--- config.mk ---
export PLATFORM = sky130hd
export DESIGN_NAME = fp_vec_add_issuer_flat
export DESIGN_NICKNAME = d
export VERILOG_FILES = /design/src/rtl/fp_vec_add_issuer_if.sv /design/src/rtl/fp_vec_add_issuer.sv /design/src/flat_wrapper.sv
export SDC_FILE = /design/constraint.sdc
export NUM_CORES = 1
export LEC_CHECK = 0
export CAP_MARGIN = 15
export CORE_ASPECT_RATIO = 1.5
export CORE_MARGIN = 2
export CORE_UTILIZATION = 35
export DETAILED_ROUTE_END_ITERATION = 6
export PLACE_DENSITY = 0.61
export SYNTH_ARGS = -nofsm -noshare
export SYNTH_HDL_FRONTEND = slang
export SYNTH_SLANG_ARGS = --single-unit
--- constraint.sdc ---
create_clock -name clk -period 8.08 [get_ports clk]
set_clock_uncertainty 0.15 [all_clocks]
set_input_delay 1.212 -clock clk [delete_from_list [all_inputs] [get_ports clk]]
set_output_delay 1.212 -clock clk [all_outputs]
set_load 0.02 [all_outputs]
--- src/rtl/fp_vec_add_issuer_if.sv ---
// fp_vec_add_issuer_if
//   Bundles the three handshake groups around the vector-add issuer:
//     upstream beats     s_valid / s_ready / s_vec
//     adder issue side   add_in_valid / add_op1 / add_op2
//     adder result side  add_out_valid / add_res
//     downstream results m_valid / m_ready / m_vec
//     status             err (sticky protocol error)
//   Vectors carry four W-bit lanes a..d, lane a in the MSBs.
//   modport master : the issuer's view (drives s_ready, add_*, m_valid, m_vec, err)
//   modport slave  : the surrounding system's view (upstream, adder, downstream)

interface fp_vec_add_issuer_if #(
  parameter int unsigned W = 12
);
  logic           s_valid;
  logic           s_ready;
  logic [4*W-1:0] s_vec;

  logic           add_in_valid;
  logic [4*W-1:0] add_op1;
  logic [4*W-1:0] add_op2;

  logic           add_out_valid;
  logic [4*W-1:0] add_res;

  logic           m_valid;
  logic           m_ready;
  logic [4*W-1:0] m_vec;

  logic           err;

  modport master (
    input  s_valid, s_vec, add_out_valid, add_res, m_ready,
    output s_ready, add_in_valid, add_op1, add_op2, m_valid, m_vec, err
  );

  modport slave (
    output s_valid, s_vec, add_out_valid, add_res, m_ready,
    input  s_ready, add_in_valid, add_op1, add_op2, m_valid, m_vec, err
  );
endinterface

--- src/rtl/fp_vec_add_issuer.sv ---
// fp_vec_add_issuer
//   Pairs consecutive upstream vector beats into (op1, op2), issues each pair to an
//   external fixed-latency vector adder with a one-cycle strobe, and collects the
//   adder results in a small FIFO for the downstream consumer.
//
//   The adder cannot be stalled, so issue is gated by a credit rule: a pair may only
//   complete while (results in flight + results buffered) < RES_DEPTH. That keeps
//   every returning result guaranteed a FIFO slot.
//
//   Ports
//     clk  rising-edge clock
//     rst  asynchronous, active-high reset; clears all state and forces s_ready low
//     bus  fp_vec_add_issuer_if.master (see interface header for the signal groups)
//
//   Lane contents are never inspected; everything passes through bit-exact.

module fp_vec_add_issuer #(
  parameter int unsigned EXP_BITS    = 5,
  parameter int unsigned MANT_BITS   = 6,
  parameter int unsigned RES_DEPTH   = 4,
  parameter int unsigned ADD_LATENCY = 3
) (
  input  logic                 clk,
  input  logic                 rst,
  fp_vec_add_issuer_if.master  bus
);

  localparam int unsigned W  = EXP_BITS + MANT_BITS + 1;
  localparam int unsigned VW = 4 * W;
  localparam int unsigned PW = $clog2(RES_DEPTH);
  localparam int unsigned CW = $clog2(RES_DEPTH + 1);

  // Elaboration-time parameter sanity.
  if (RES_DEPTH < 2 || (RES_DEPTH & (RES_DEPTH - 1)) != 0) begin : g_bad_depth
    $error("RES_DEPTH must be a power of two and at least 2");
  end
  if (ADD_LATENCY < 1) begin : g_bad_latency
    $error("ADD_LATENCY must be at least 1");
  end

  typedef enum logic [0:0] {
    StEmpty,
    StHold
  } state_e;

  state_e          state_q, state_d;
  logic [VW-1:0]   op1_hold_q;
  logic [VW-1:0]   add_op1_q, add_op2_q;
  logic            issue_q;
  logic [CW-1:0]   inflight_q, inflight_d;
  logic [CW-1:0]   fifo_count_q, fifo_count_d;
  logic [PW-1:0]   wr_ptr_q, rd_ptr_q;
  logic [VW-1:0]   mem_q [RES_DEPTH];
  logic            err_q, err_d;

  logic            credit_ok;
  logic            s_ready;
  logic            accept;
  logic            capture_op1;
  logic            issue;
  logic            push, pop, full, push_ok, push_drop, spurious;
  logic            inflight_dec;

  // ---------------------------------------------------------------------------
  // Upstream handshake and credit
  // ---------------------------------------------------------------------------
  // Sum in one extra bit so RES_DEPTH + RES_DEPTH cannot wrap.
  assign credit_ok = ({1'b0, inflight_q} + {1'b0, fifo_count_q}) < (CW + 1)'(RES_DEPTH);

  // rst gates s_ready directly so it drops the moment reset is asserted.
  assign s_ready = !rst && ((state_q == StEmpty) || credit_ok);
  assign accept  = bus.s_valid && s_ready;

  // ---------------------------------------------------------------------------
  // Pairing FSM
  // ---------------------------------------------------------------------------
  always_comb begin
    state_d     = state_q;
    capture_op1 = 1'b0;
    issue       = 1'b0;
    unique case (state_q)
      StEmpty: begin
        if (accept) begin
          capture_op1 = 1'b1;
          state_d     = StHold;
        end
      end
      StHold: begin
        if (accept) begin
          issue   = 1'b1;
          state_d = StEmpty;
        end
      end
      default: state_d = StEmpty;
    endcase
  end

  // ---------------------------------------------------------------------------
  // Result FIFO control
  // ---------------------------------------------------------------------------
  assign push      = bus.add_out_valid;
  assign pop       = (fifo_count_q != '0) && bus.m_ready;
  assign full      = (fifo_count_q == CW'(RES_DEPTH));
  // A pop in the same cycle frees the slot the push lands in.
  assign push_ok   = push && (!full || pop);
  assign push_drop = push && full && !pop;
  // A result with nothing outstanding (e.g. a stale strobe after reset).
  assign spurious  = bus.add_out_valid && (inflight_q == '0);

  always_comb begin
    fifo_count_d = fifo_count_q;
    unique case ({push_ok, pop})
      2'b10:   fifo_count_d = fifo_count_q + CW'(1);
      2'b01:   fifo_count_d = fifo_count_q - CW'(1);
      default: fifo_count_d = fifo_count_q;
    endcase
  end

  // ---------------------------------------------------------------------------
  // In-flight accounting: counted on the issue strobe, retired on the result
  // strobe. A stale result never drives the count below zero.
  // ---------------------------------------------------------------------------
  assign inflight_dec = bus.add_out_valid && (inflight_q != '0);

  always_comb begin
    inflight_d = inflight_q;
    unique case ({issue_q, inflight_dec})
      2'b10:   inflight_d = inflight_q + CW'(1);
      2'b01:   inflight_d = inflight_q - CW'(1);
      default: inflight_d = inflight_q;
    endcase
  end

  assign err_d = err_q || spurious || push_drop;

  // ---------------------------------------------------------------------------
  // State
  // ---------------------------------------------------------------------------
  always_ff @(posedge clk or posedge rst) begin
    if (rst) begin
      state_q      <= StEmpty;
      op1_hold_q   <= '0;
      add_op1_q    <= '0;
      add_op2_q    <= '0;
      issue_q      <= 1'b0;
      inflight_q   <= '0;
      fifo_count_q <= '0;
      wr_ptr_q     <= '0;
      rd_ptr_q     <= '0;
      err_q        <= 1'b0;
    end else begin
      state_q      <= state_d;
      issue_q      <= issue;
      inflight_q   <= inflight_d;
      fifo_count_q <= fifo_count_d;
      err_q        <= err_d;
      if (capture_op1) begin
        op1_hold_q <= bus.s_vec;
      end
      // Operand registers only move on issue, so they hold between strobes.
      if (issue) begin
        add_op1_q <= op1_hold_q;
        add_op2_q <= bus.s_vec;
      end
      // Pointers wrap naturally: RES_DEPTH is a power of two.
      if (push_ok) begin
        wr_ptr_q <= wr_ptr_q + PW'(1);
      end
      if (pop) begin
        rd_ptr_q <= rd_ptr_q + PW'(1);
      end
    end
  end

  // Storage needs no reset; the pointers and count define what is valid.
  always_ff @(posedge clk) begin
    if (push_ok) begin
      mem_q[wr_ptr_q] <= bus.add_res;
    end
  end

  // ---------------------------------------------------------------------------
  // Outputs
  // ---------------------------------------------------------------------------
  assign bus.s_ready      = s_ready;
  assign bus.add_in_valid = issue_q;
  assign bus.add_op1      = add_op1_q;
  assign bus.add_op2      = add_op2_q;
  assign bus.m_valid      = (fifo_count_q != '0);
  assign bus.m_vec        = mem_q[rd_ptr_q];
  assign bus.err          = err_q;

  // ---------------------------------------------------------------------------
  // Invariants
  // ---------------------------------------------------------------------------
  a_count_bound : assert property (@(posedge clk) disable iff (rst)
    fifo_count_q <= CW'(RES_DEPTH));
  a_inflight_bound : assert property (@(posedge clk) disable iff (rst)
    inflight_q <= CW'(RES_DEPTH));

endmodule

--- src/flat_wrapper.sv ---
// flat-port wrapper written by rule: the top's interface ports become plain ports
module fp_vec_add_issuer_flat 
#(
  parameter int unsigned EXP_BITS    = 5,
  parameter int unsigned MANT_BITS   = 6,
  parameter int unsigned RES_DEPTH   = 4,
  parameter int unsigned ADD_LATENCY = 3
)
  (clk, rst, bus_s_valid, bus_s_vec, bus_add_out_valid, bus_add_res, bus_m_ready, bus_s_ready, bus_add_in_valid, bus_add_op1, bus_add_op2, bus_m_valid, bus_m_vec, bus_err);
  fp_vec_add_issuer_if #(.W((EXP_BITS + MANT_BITS + 1))) bus_i ();
  input  logic clk;
  input  logic rst;
  input wire logic [$bits(bus_i.s_valid)-1:0] bus_s_valid;
  input wire logic [$bits(bus_i.s_vec)-1:0] bus_s_vec;
  input wire logic [$bits(bus_i.add_out_valid)-1:0] bus_add_out_valid;
  input wire logic [$bits(bus_i.add_res)-1:0] bus_add_res;
  input wire logic [$bits(bus_i.m_ready)-1:0] bus_m_ready;
  output wire logic [$bits(bus_i.s_ready)-1:0] bus_s_ready;
  output wire logic [$bits(bus_i.add_in_valid)-1:0] bus_add_in_valid;
  output wire logic [$bits(bus_i.add_op1)-1:0] bus_add_op1;
  output wire logic [$bits(bus_i.add_op2)-1:0] bus_add_op2;
  output wire logic [$bits(bus_i.m_valid)-1:0] bus_m_valid;
  output wire logic [$bits(bus_i.m_vec)-1:0] bus_m_vec;
  output wire logic [$bits(bus_i.err)-1:0] bus_err;
  assign bus_i.s_valid = bus_s_valid;
  assign bus_i.s_vec = bus_s_vec;
  assign bus_i.add_out_valid = bus_add_out_valid;
  assign bus_i.add_res = bus_add_res;
  assign bus_i.m_ready = bus_m_ready;
  assign bus_s_ready = bus_i.s_ready;
  assign bus_add_in_valid = bus_i.add_in_valid;
  assign bus_add_op1 = bus_i.add_op1;
  assign bus_add_op2 = bus_i.add_op2;
  assign bus_m_valid = bus_i.m_valid;
  assign bus_m_vec = bus_i.m_vec;
  assign bus_err = bus_i.err;
  fp_vec_add_issuer #(.EXP_BITS(EXP_BITS), .MANT_BITS(MANT_BITS), .RES_DEPTH(RES_DEPTH), .ADD_LATENCY(ADD_LATENCY)) u_core (.clk(clk), .rst(rst), .bus(bus_i));
endmodule
==> run summary, run 1 <==
post-route cell area: 17200 sq um
met1 usage: 16.1%
met3 GRT Util: 5.81%
final net count: 1004
sw frac: 31.6%
starting density of the core: 35.5%
Post-Syn Nets: 738
Power Dens Cells: 406 nW/um^2
mux contribution to synthesized area: 21.1%
main combinational cell family by area after synthesis: multiplexers
pin count of the biggest net entering global routing: 96
# Max-Cap Violations: 0
Synth Area in Simple Gates: 0.852%
Port Buffers: 248
busiest grt layer: met2
CP arrival: 3000 ps
Clk Latency, worst-skew pair: 520 ps
slew at the pin closest to its max-slew limit: 866 ps
DRC: 0
WS Path Type: flip-flop to output pin
Logic pwr share: 37.2%
cell taking the most area after synthesis: edfxtp_1
hold buffers post-CTS: 0
Post-Syn Instances: 625
Slew headroom: 42.2%
vias after detailed routing: 6585
Cell Area, Synth: 13100 sq um
first-pass GRT wire length: 41300 um
clk buf depth: 3
sw power: 2.21 mW
Pwr Total: 6.97 mW
Worst Hold Launch: u_core.bus.err
leak pwr: 6.32 nW
Internal Power: 4.76 mW
die height: 241 um
Post-synth top flop: edfxtp_1
clock share of power: 22.5%
synthesized flop and latch total: 349
Die W: 162 um
Setup WS post-layout: 3720 ps
Final Cycle Share: 54.0%
Util after Layout: 46.6%
final hold slack: 333 ps
fraction of layout cells with a size suffix above 1: 29.1%
nature of the critical path startpoint: flip-flop
met2 Track Usage GR: 23.2%
r2r setup slk: 4610 ps
Synth Area per Inst: 20.9 sq um
WL per Instance: 19.0 um
worst vdd ir: 0.261 mV
fmax: 0.229 GHz
GP Congestion: 0.671
Inst Count DP: 1338
std cell rows: 86
Yosys top cell area share: 44.1%
pre-CTS WS: 3820 ps
vias in the first global route: 7135
RSZ-0062 raised after global routing: no
CP Max Fanout: 39
final setup vio count: 0
worst-case reg-to-reg path depth: 7
Critical R2R Launch: u_core.fifo_count_q[2]
main area contributors after synthesis: edfxtp_1 44%, dfrtp_1 30%, mux2_2 12%
Initial DRT Pass Iterations: 4
Reg power frac: 40.3%
grt ovf: 0
CTS tree: built
complex-gate fraction of the synthesized area: 0.153%
Max Slew Vio Count: 0
Layout area overhead: 31.3%
Final ANT Viol Nets: 0
YS warnings: 0
sequential fraction of the synthesis area: 74.2%
Async S/R FF share, synth: 45.0%
Synth cell types: 30
total CTS buffers: 35
worst hold path class: flip-flop to flip-flop
run status: completed
DR iter-0 viols: 315
Post-Synth XOR/XNOR Area: 0.603%
dpl cell area: 16000 sq um
setup_tns: 0 ps
Total Routing Usage GR: 13.7%
detailed placement HPWL: 16200 um
Critical path origin: u_core.rd_ptr_q[0]
EDFF count, synth: 192
CTS clk-pin slew, worst paths: 60 ps
io pins: 249
drt total wl: 26700 um
clock sinks: 349
Setup crit end: bus_m_vec[47]
RR Endpoint: u_core.bus.add_op2[28]
CP required: 6720 ps
non-filler instance count after layout: 1401
Avg Vias per Cell: 4.70
Core ar.: 36800 sq um
post-CTS setup buffer count: 0
Post-Synth Adder-Cell Area: 1.26%
Crit. End Element: output pin
post-route minimum period: 4360 ps
initial antenna violation count: 1
post-cts gate resize count: 0
root buf cell: clkbuf_16
Die ar.: 38900 sq um
H-tree depth: 2
Hold Vio Cnt, Final: 0
## state kept, by name, summed over array words and instances (netlist names)
name                     cells
u_core.bus.add_in_valid      1
u_core.bus.add_op1          48
u_core.bus.add_op2          48
u_core.bus.err               1
u_core.fifo_count_q          3
u_core.inflight_q            3
u_core.mem_q               192
u_core.op1_hold_q           48
u_core.rd_ptr_q              2
u_core.state_q               1
u_core.wr_ptr_q              2
## layout make-up
cell class	count	area [sq um]
fillers	3214	19600
flip-flops and latches	349	9700
multi-input cells	236	3140
repair buffers	256	2540
clock buffers	43	967
well taps	484	606
clock inverters	19	139
inverters	13	53.8
diodes	1	2.50
## cell families (layout without fill, tap and decap cells)
kind of cell	Yosys count	count (layout)
flip-flops	349	349
multiplexers	195	195
buffers and inverters	40	331
AND/OR/NAND/NOR	17	17
adder cells (fa/ha/maj)	12	12
XOR/XNOR	9	9
AO/OA/AOI/OAI	3	3
other	0	1
## critical path, stage by stage, from the launching register on
cell             delay (ps)
dfrtp_4                 580
buf_4                   670
mux4_1                  630
clkdlybuf4s50_1         560
## worst min path at each step
stage,endpoint,slack [ps],cells after the start
after global routing,u_core.bus.err,350,1
after global placement,u_core.bus.err,310,1
final,u_core.bus.err,330,1
after floorplan,u_core.inflight_q[2],320,1
after CTS,u_core.bus.err,350,1
after detailed placement,u_core.bus.err,320,1
## cells in the mapped netlist (2+ instances only)
master	number
nor2_1	3
dfrtp_1	157
and2_2	4
buf_2	14
edfxtp_1	192
mux4_1	4
buf_6	10
ha_1	10
xnor2_1	4
fa_1	2
inv_1	13
nor3_1	2
buf_1	2
mux2_2	144
mux2i_1	2
xor2_1	5
mux4_2	44
## per-layer routing
layer	wire length [um]	share of wire, %
met5	0	0
met1	10300	39
met3	2610	9.8
met4	536	2.0
met2	13200	50
## power by group through the flow
stage                     combinational [mW]  sequential, mW  clock, mW
final                                   2.59            2.81       1.57
after global routing                    2.78            2.89       1.70
after CTS                               2.65            2.83       1.63
after detailed placement                2.64            2.85          0
after global placement                  2.64            2.83          0
after floorplan                         1.29            3.02          0
## cells in the final DEF (no fill, tap or decap), types with 2 or more instances in the layout
cell / synthesis / final
and2_2: 4 / 4
buf_4: 1 / 8
clkbuf_1: 0 / 3
clkbuf_16: 0 / 36
clkbuf_8: 0 / 4
clkdlybuf4s50_1: 0 / 248
clkinv_1: 0 / 2
clkinv_2: 0 / 10
dfrtp_1: 157 / 155
dfrtp_4: 0 / 2
edfxtp_1: 192 / 192
fa_1: 2 / 2
ha_1: 10 / 8
inv_1: 13 / 12
inv_6: 0 / 5
mux2_2: 144 / 144
mux2i_1: 2 / 2
mux4_1: 4 / 4
mux4_2: 44 / 44
nor2_1: 3 / 3
nor3_1: 2 / 2
xnor2_1: 4 / 4
xor2_1: 5 / 5
Power figures use the tool's default switching activity.
==> run 2: changes to the inputs <==
PLACE_DENSITY = 0.63   (was 0.61)
clock period = 3.9 ns   (was 8.08 ns; I/O delays follow)
==> run 2 against run 1 <==
- critical path depth did not move
- count of clock-buffer cells in the layout rose by 5
- cell area rose by 1.1%
- routed wire length increased by 0.78%
- setup slack got worse by 3300 ps
- clock power rose by 110%
- critical endpoint is now bus_m_vec[35]
- largest cell class unchanged
- highest routed layer is now met5
==> run summary, run 2 (synthesized netlist as in run 1, its figures left out) <==
largest reg by FF count: u_core.mem_q
clock sinks: 349 (unchanged)
r2r setup slk: 880 ps (-3730 ps)
Crit. End Element: output pin
Critical R2R Launch: u_core.fifo_count_q[2]
post-CTS setup buffer count: 0 (unchanged)
hold buffers post-CTS: 0 (unchanged)
fmax: 0.285 GHz
Clk Latency, worst-skew pair: 520 ps (about the same)
Final Cycle Share: 89.9%
Internal Power: 10.0 mW (+110%)
Pwr Total: 14.6 mW (+110%)
# Max-Cap Violations: 0 (unchanged)
run status: completed
Port Buffers: 248 (unchanged)
total CTS buffers: 35 (unchanged)
hold path depth: 1 (unchanged)
clock share of power: 22.7% (+0.2 points)
Die W: 162 um (unchanged)
root buf cell: clkbuf_16
Slew headroom: 33.1% (-9.1 points)
vias after detailed routing: 6652 (+1.0%)
final hold slack: 326 ps (-6.88 ps)
fraction of layout cells with a size suffix above 1: 28.9% (-0.30 points)
Avg Vias per Cell: 4.73 (+0.66%)
Slowest-stage cell, CP: dfrtp_4
starting density of the core: 35.5% (unchanged)
commonest non-fill, non-tap cell in the layout: clkdlybuf4s50_1
max reg flops: 192 (unchanged)
detailed placement HPWL: 17400 um (+7.4%)
post-cts gate resize count: 0 (unchanged)
worst vdd ir: 0.522 mV (+100%)
vias in the first global route: 7288 (+2.1%)
DR iter-0 viols: 267 (-15%)
worst-case reg-to-reg path depth: 7 (unchanged)
pre-CTS WS: 822 ps (-3000 ps)
drt total wl: 26900 um (+0.78%)
CTS clk-pin slew, worst paths: 70 ps (about the same)
Total Routing Usage GR: 14.0% (+0.25 points)
sw power: 4.57 mW (+110%)
Cell Chain, Critical Path: buf_4 -> mux4_2 -> clkdlybuf4s50_1
Hold Vio Cnt, Final: 0 (unchanged)
final net count: 1011 (+0.70%)
grt ovf: 0 (unchanged)
sw frac: 31.3% (-0.33 points)
RR Endpoint: u_core.bus.add_op1[37]
Worst Hold Launch: u_core.bus.err
CTS tree: built
worst hold path class: flip-flop to flip-flop
final setup vio count: 0 (unchanged)
DRC: 0 (unchanged)
CP arrival: 2770 ps (-230 ps)
Die ar.: 38900 sq um (unchanged)
Reg power frac: 39.5% (-0.8 points)
nature of the critical path startpoint: flip-flop
CP required: 3160 ps (-3560 ps)
initial antenna violation count: 1 (unchanged)
slowest stage delay, CP: 830 ps (+160 ps)
setup_tns: 0 ps (unchanged)
die height: 241 um (unchanged)
leak pwr: 6.37 nW (+0.86%)
first-pass GRT wire length: 42100 um (+1.8%)
n_diodes: 0 (-1)
Power Dens Cells: 841 nW/um^2 (+110%)
most frequent cells in the layout: 248 x clkdlybuf4s50_1, 192 x edfxtp_1, 155 x dfrtp_1
Setup WS post-layout: 395 ps (-3320 ps)
std cell rows: 86 (unchanged)
Final ANT Viol Nets: 0 (unchanged)
WL per Instance: 19.1 um (+0.43%)
Util after Layout: 47.1% (+0.51 points)
Core ar.: 36800 sq um (unchanged)
Logic pwr share: 37.8% (+0.6 points)
clk buf depth: 3 (unchanged)
io pins: 249 (unchanged)
Layout area overhead: 32.7%
slew at the pin closest to its max-slew limit: 1000 ps (+135 ps)
CP Max Fanout: 32 (-18%)
RSZ-0062 raised after global routing: no
WS Path Type: flip-flop to output pin
hold path endpoint: u_core.bus.err
post-route minimum period: 3500 ps
pin count of the biggest net entering global routing: 49 (-49%)
Max Slew Vio Count: 0 (unchanged)
H-tree depth: 2 (unchanged)
Initial DRT Pass Iterations: 4 (unchanged)
GP Congestion: 0.724 (+7.9%)
[run 2: cell count changes in the layout (fill, tap and decap cells not counted), sizes merged]
cell,delta
buf,+7
bufinv,+1
clkbuf,+5
clkinv,-6
clkinvlp,+2
diode,-1
inv,-3
[run 2: cell type report]
cell class | instances | area (sq um)
Fill cell | 3164 | 19500
Sequential cell | 349 | 9700
Multi-Input combinational cell | 236 | 3140
Timing Repair Buffer | 263 | 2720
Clock buffer | 48 | 987
Tap cell | 484 | 606
Clock inverter | 13 | 135
Inverter | 13 | 52.6
[run 2: routing by layer]
metal  vias up  routed length (um)  GRT usage (%)  part of all wire, %
li1       2945                   -              -                    -
met2       231               12800           22.8                   48
met5         -                  13              0                0.048
met1      3430               11100           17.3                   41
met3        44                2430           5.57                  9.0
met4         2                 526           3.89                  2.0
[run 2: power by group through the flow]
| stage | Clock, mW | Sequential (mW) | Combinational, mW |
|---|---|---|---|
| finish | 3.31 | 5.76 | 5.52 |
| global route | 3.56 | 5.94 | 5.88 |
| CTS | 3.43 | 5.80 | 5.63 |
| detailed placement | 0 | 5.85 | 5.62 |
| global placement | 0 | 5.80 | 5.58 |
| floorplan | 0 | 6.26 | 2.68 |
[run 2: how the worst max path moves through the flow]
stage / start / end / slack (ps)
after floorplan: rst / u_core.bus.add_in_valid / 1180
after global placement: rst / u_core.bus.add_op2[27] / 820
after detailed placement: rst / u_core.bus.add_op1[37] / 820
after CTS: u_core.rd_ptr_q[0] / bus_m_vec[4] / 290
after global routing: u_core.rd_ptr_q[0] / bus_m_vec[2] / 200
final: u_core.rd_ptr_q[0] / bus_m_vec[35] / 400
[run 2: through the flow]
step / instance area (sq um) / cells
after floorplan: 13100 / 625
after global placement: 16200 / 1345
after detailed placement: 16200 / 1345
after CTS: 17300 / 1406
after global routing: 17300 / 1406
final: 17300 / 1406
[run 2: worst max-delay path: cells and delay by family (launching register included)]
kind	cells	cell delay, ps
buffers and inverters	2	880
DFF	1	830
muxes	1	520
==> run 3: changes to the inputs <==
GPL_TIMING_DRIVEN = 1   (was default)
SKIP_LAST_GASP = 1   (was default)
==> results of run 3 <==
Final layout, timing and power as in run 2 (identical DEF).
